--- src/rtl/seq_tuple_fifo.sv ---
// seq_tuple_fifo: elastic buffer for the {a__0, b} tuple stream with valid/ready on both sides.
// Define SEQ_TUPLE_FIFO_BYPASS_EN for a zero-latency empty-FIFO bypass path.
module seq_tuple_fifo #(
    parameter int DEPTH = 4,
    parameter int CW = $clog2(DEPTH) + 1
) (
    input  logic          CLK,
    input  logic          RESETN,
    input  logic [1:0]    I_a__0,
    input  logic [1:0]    I_b,
    input  logic          I_valid,
    output logic          I_ready,
    output logic [1:0]    O_a__0,
    output logic [1:0]    O_b,
    output logic          O_valid,
    input  logic          O_ready,
    output logic [CW-1:0] count
);
    localparam int AW = $clog2(DEPTH);
    logic [3:0] mem [DEPTH];
    logic [AW-1:0] wp, rp;
    logic rst_q, empty, push, pop, wr, rd;
    assign empty = count == '0;
    // I_ready uses registered state only, so a pop never frees a full slot in the same cycle
    assign I_ready = rst_q & (count != CW'(DEPTH));
    assign push = I_valid & I_ready;
    assign pop = O_valid & O_ready;
    assign rd = pop & ~empty;
`ifdef SEQ_TUPLE_FIFO_BYPASS_EN
    assign O_valid = empty ? I_valid : 1'b1;
    assign {O_b, O_a__0} = empty ? {I_b, I_a__0} : mem[rp];
    assign wr = push & ~(empty & O_ready);
`else
    assign O_valid = ~empty;
    assign {O_b, O_a__0} = mem[rp];
    assign wr = push;
`endif
    always_ff @(posedge CLK) begin
        if (!RESETN) begin
            wp <= '0;
            rp <= '0;
            count <= '0;
            rst_q <= 1'b0;
            for (int i = 0; i < DEPTH; i++) mem[i] <= '0;
        end else begin
            rst_q <= 1'b1;
            if (wr) mem[wp] <= {I_b, I_a__0};
            wp <= wp + AW'(wr);
            rp <= rp + AW'(rd);
            count <= count + CW'(wr) - CW'(rd);
        end
    end
endmodule

--- config.mk ---
export PLATFORM = sky130hd
export DESIGN_NAME = seq_tuple_fifo
export DESIGN_NICKNAME = d
export VERILOG_FILES = /design/src/rtl/seq_tuple_fifo.sv
export SDC_FILE = /design/constraint.sdc
export NUM_CORES = 1
export LEC_CHECK = 0
export CAP_MARGIN = 20
export CORE_ASPECT_RATIO = 0.8
export CORE_UTILIZATION = 47
export CTS_CLUSTER_SIZE = 8
export DETAILED_ROUTE_END_ITERATION = 8
export PLACE_DENSITY_LB_ADDON = 0.05
export SLEW_MARGIN = 30
export SYNTH_ARGS = -nofsm -noshare
export SYNTH_HDL_FRONTEND = slang
export SYNTH_SLANG_ARGS = --single-unit
--- constraint.sdc ---
create_clock -name CLK -period 2.2 [get_ports CLK]
set_input_delay 0.44 -clock CLK [delete_from_list [all_inputs] [get_ports CLK]]
set_output_delay 0.44 -clock CLK [all_outputs]
set_load 0.01 [all_outputs]
# Word-level counts from Yosys, hierarchy flattened
# Memories as Yosys holds them, arrays and structs flattened. A register that Yosys moved wholly into a read port is not among the register bits.
# Index checks and enable logic that the tools add are counted.
[word_totals]
reg_bits = 8
ramBits = 16
inputBits = 8
output_inout_bits = 9
elab_cells = 26
mem_count = 1
[mem_list]
columns = ["name", "depth", "word_bits", "rd", "rd_ports_with_merged_regs", "write_ports", "line_no", "source"]
rows = [
  ["mem", 4, 4, 1, 1, 4, "20", "logic [3:0] mem [DEPTH];"],
]
[classes]
addsub = 4
eq_ne = 1
mux = 9
bitwise_logic = 5
n_reduce_logical = 2
[ops]
columns = ["cell", "n"]
rows = [
  ["$mux W1", 6],
  ["$add A2 B1 Y2", 2],
  ["$and A1 B1 Y1", 4],
  ["$mux W2", 2],
  ["$mux W4", 1],
  ["$reduce_or A4 Y1", 1],
  ["$add A3 B1 Y3", 1],
  ["$logic_not A3 Y1", 1],
  ["$ne A3 B3 Y1 const B", 1],
  ["$sub A3 B1 Y3", 1],
  ["$not A1 Y1", 1],
]

# Longest topological paths before layout
[depth]
depth_word = 8
mapped_depth = 10
ltp_nobuf = 10

# Worst setup path before layout
# No wires, ideal clock.
[synth_path]
path_kind = "reg2reg"
startpoint = "register count[2]"
endpoint = "register count[2]"
setup_time_ns = 0.078
arrival_ns = 2.088
required_time_ns = 2.122
path_slack_ns = 0.034
stages_incl_launch_ff = 11
n_path_buf = 0
period_less_slack_ns = 2.166
cell_sequence = "dfxtp_1 -> or3b_4 -> nand3_2 -> inv_2 -> xnor2_1 -> ha_1 -> inv_1 -> fa_1 -> xor2_1 -> and2_1 -> nor3_1"
[synth_via]
elab_chain_cells = 5
word_cells_on_any_way = 9
cone_classes = "2 x add/sub; 1 x eq/ne; 5 x bitwise; 1 x reduce/logical"
[synth_lines]
columns = ["element", "line_no", "source"]
rows = [
  ["start, declared", "17", "output logic [CW-1:0] count"],
  ["start signal, assigned", "50", "count <= count + CW'(wr) - CW'(rd);"],
  ["$ne A3 B3 Y1 or $logic_not A3 Y1 (tied branches)", "25, 23", ""],
  ["$and A1 B1 Y1 or $not A1 Y1 (tied branches)", "25, 28, 34", ""],
  ["$and A1 B1 Y1 (on tied branches)", "26, 27", ""],
  ["$add A3 B1 Y3 or $and A1 B1 Y1 (tied branches)", "50, 28", ""],
  ["$sub A3 B1 Y3 *", "50", ""],
]
# Every way passes the cells marked *; elsewhere a longest branch is shown, timed or not.
# A chain may end at the register's enable or synchronous reset.

==> results.yml <==
yosys:
  synth_enable_flop_cells: 16
  synth-seq-area-share_pct: 56.4
  syn_area_um2: 1140
  avgSynthCellArea_um2: 13.1
  synth.area.top_cells: "edfxtp_1, dfxtp_1, mux4_2, and2_1, nor4b_2"
  ys.flop_type: "edfxtp_1"
  yosys.area.top_type: "edfxtp_1"
  ys_seq_elements: 24
  synth_common_cells: "edfxtp_1, dfxtp_1, nor2_1"
  synth_nets: 98
  synthArstFlopShare_pct: 0
  yosysMostFrequentCell: "edfxtp_1"
  synth_cell_types: 31
  synthCells: 87
  yosys.area.top_type_share_pct: 42.3
  ys_warn_count: 0
detailed_routing:
  drt-pass1-iter-count: 6
  vias_per_cell: 5.21
  wl_um: 2060
  postRouteAntennaNets: 0
  wl_per_cell_um: 14.5
  initialDrtViolationCount: 31
  route.vias.total: 740
  drc: 8
critical_path:
  startpoint: "rp[0]"
  r2r_end: "count[2]"
  reg2reg_depth: 10
  cp_max_fo: 6
  critPathLaunchType: "register"
  arrival_ns: 1.70
  worstSetupPathType: "reg2out"
  reg2reg_slack_ns: 0.08
  worstReg2RegStart: "count[0]"
  critPathRequiredTime_ns: 1.76
  cp-end-kind: "primary output"
global_route:
  grt_max_degree: 13
  grt_pass1_wl_um: 3290
  grt_util_all_layers_pct: 18.0
  met2_usage_pct: 25.4
  antenna_found_initial: 0
  overflow: 0
  met3_usage_pct: 5.11
  busiest_layer: "met1"
  use_met1_pct: 26.2
  grt_pass1_vias: 674
placement:
  hpwl_um: 1520
  io_buffers: 16
  place_congestion: 0.693
  placed_cells: 134
sta:
  fmax_ghz: 0.466
  hold_viol_final: 0
  fin_tns_setup_ns: 0
  worst_pin_slew_ns: 0.443
  fin_crit_ns: 2.14
  finalSetupViolCount: 0
  rsz0062_at_grt: "yes"
  relSlewSlack_pct: 70.4
  worst_clock_skew_ns: 0.00379
  period_share_pct: 97.5
  final-max-slew-violation-count: 0
die:
  die_w_um: 57.0
  die_h_um: 46.0
  initial_core_util_pct: 51.3
  io-pin-count: 17
  rows: 15
  core_area_um2: 2210
  die-area_um2: 2620
power:
  power_leakage_nw: 0.610
  total_power_w: 0.00147
  peakVddDrop_mv: 0.406
  p_per_area_nw_per_um2: 994
layout:
  n_antenna_cell: 0
  synthToLayoutAreaGrowth_pct: 30.6
  drive_above_1_share_pct: 32.5
  final_cells: 142
  fill_cells: 171
  finalNetCount: 130
job:
  cap_violations: 0
clock_tree:
  cts-hold-fix-buffers: 0
  cts_root_buf: "clkbuf_4"
  clk_latency_ns: 0.31
  cts_buffer_depth: 2
  clkTransAtPathRegs_ns: 0.12
  cts_max_level: 1
  cts_buffers: 3
  numClockSinks: 24
  tritoncts: "done"
min_path:
  whs_endpoint: "rp[1]"
  worstHoldPathCells: 2
  hold_path_class: "reg2reg"
  hold_start: "rp[1]"
outcome:
  status: "complete, but fails checks"
  violations: "DRC"
[power by group]
part           total [W]  leakage, nW  internal (W)  switching [W]
clock network   0.000188       0.0138     0.0000641       0.000124
logic           0.000648        0.362      0.000396       0.000252
registers       0.000639        0.234      0.000562      0.0000764
total            0.00147        0.610       0.00102       0.000453
[critical path: stages, from the launching register on]
cell and delay (ns):
dfxtp_4 0.41, mux4_2 0.49, clkdlybuf4s50_1 0.49
[logic make-up after synthesis]
logic type | count (synthesis) | share of synthesized area [%]
XOR/XNOR | 5 | 3.86
flip-flops | 24 | 56.4
AO/OA/AOI/OAI | 6 | 3.63
buffers and inverters | 7 | 2.53
multiplexers | 4 | 7.93
adder cells (fa/ha/maj) | 3 | 3.96
AND/OR/NAND/NOR | 38 | 21.7
[flip-flops by register name, indices dropped and copies added (netlist names)]
name / cells
mem: 16
count: 3
rp: 2
wp: 2
rst_q: 1
[how the worst max path moves through the flow]
stage	to	cells after the start
floorplan	count[2]	10
global placement	count[2]	10
detailed placement	count[2]	10
CTS	O_b[1]	2
global route	count[2]	10
finish	O_b[0]	2
[through the flow]
step | hold slack (ns) | worst slack [ns] | instance area [um2] | utilization (%)
4_1_cts | 0.607 | 0.0173 | 1410 | 63.6
2_1_floorplan | 0.468 | 0.0343 | 1140 | -
3_5_place_dp | 0.625 | -0.0940 | 1380 | 62.4
6_report | 0.642 | 0.0554 | 1480 | 67.0
3_3_place_gp | 0.632 | -0.0444 | 1380 | 62.4
5_1_grt | 0.687 | -0.0252 | 1480 | 67.0
[routing by layer]
metal / vias to the layer above / part of all wire [%]
met1: 339 / 54
li1: 383 / -
met5: - / 0
met2: 13 / 40
met4: 0 / 1.6
met3: 5 / 4.2
[what timing repair did]
action	CTS	global route
buffers inserted	0	5
endpoints found under the setup margin	5	5
resized for setup	5	11
pin swaps	0	1
[cell type report]
class | count | area (um2) | share of cell area [%]
Clock buffer | 3 | 22.5 | 1.52
Inverter | 4 | 15.0 | 1.01
Multi-Input combinational cell | 56 | 492 | 33.1
Sequential cell | 24 | 651 | 43.8
Tap cell | 25 | 31.3 | 2.11
Timing Repair Buffer | 30 | 273 | 18.4
[cells in the final DEF (no fill, tap or decap), types with 4 or more instances in the layout]
cell type	instances
nor3_1	5
buf_4	14
edfxtp_1	16
nor2_1	7
and2_1	6
mux4_2	4
clkdlybuf4s50_1	12
and3_1	4
nand2_1	4
dfxtp_1	4
Note: power is estimated with default switching activity, not from simulation.
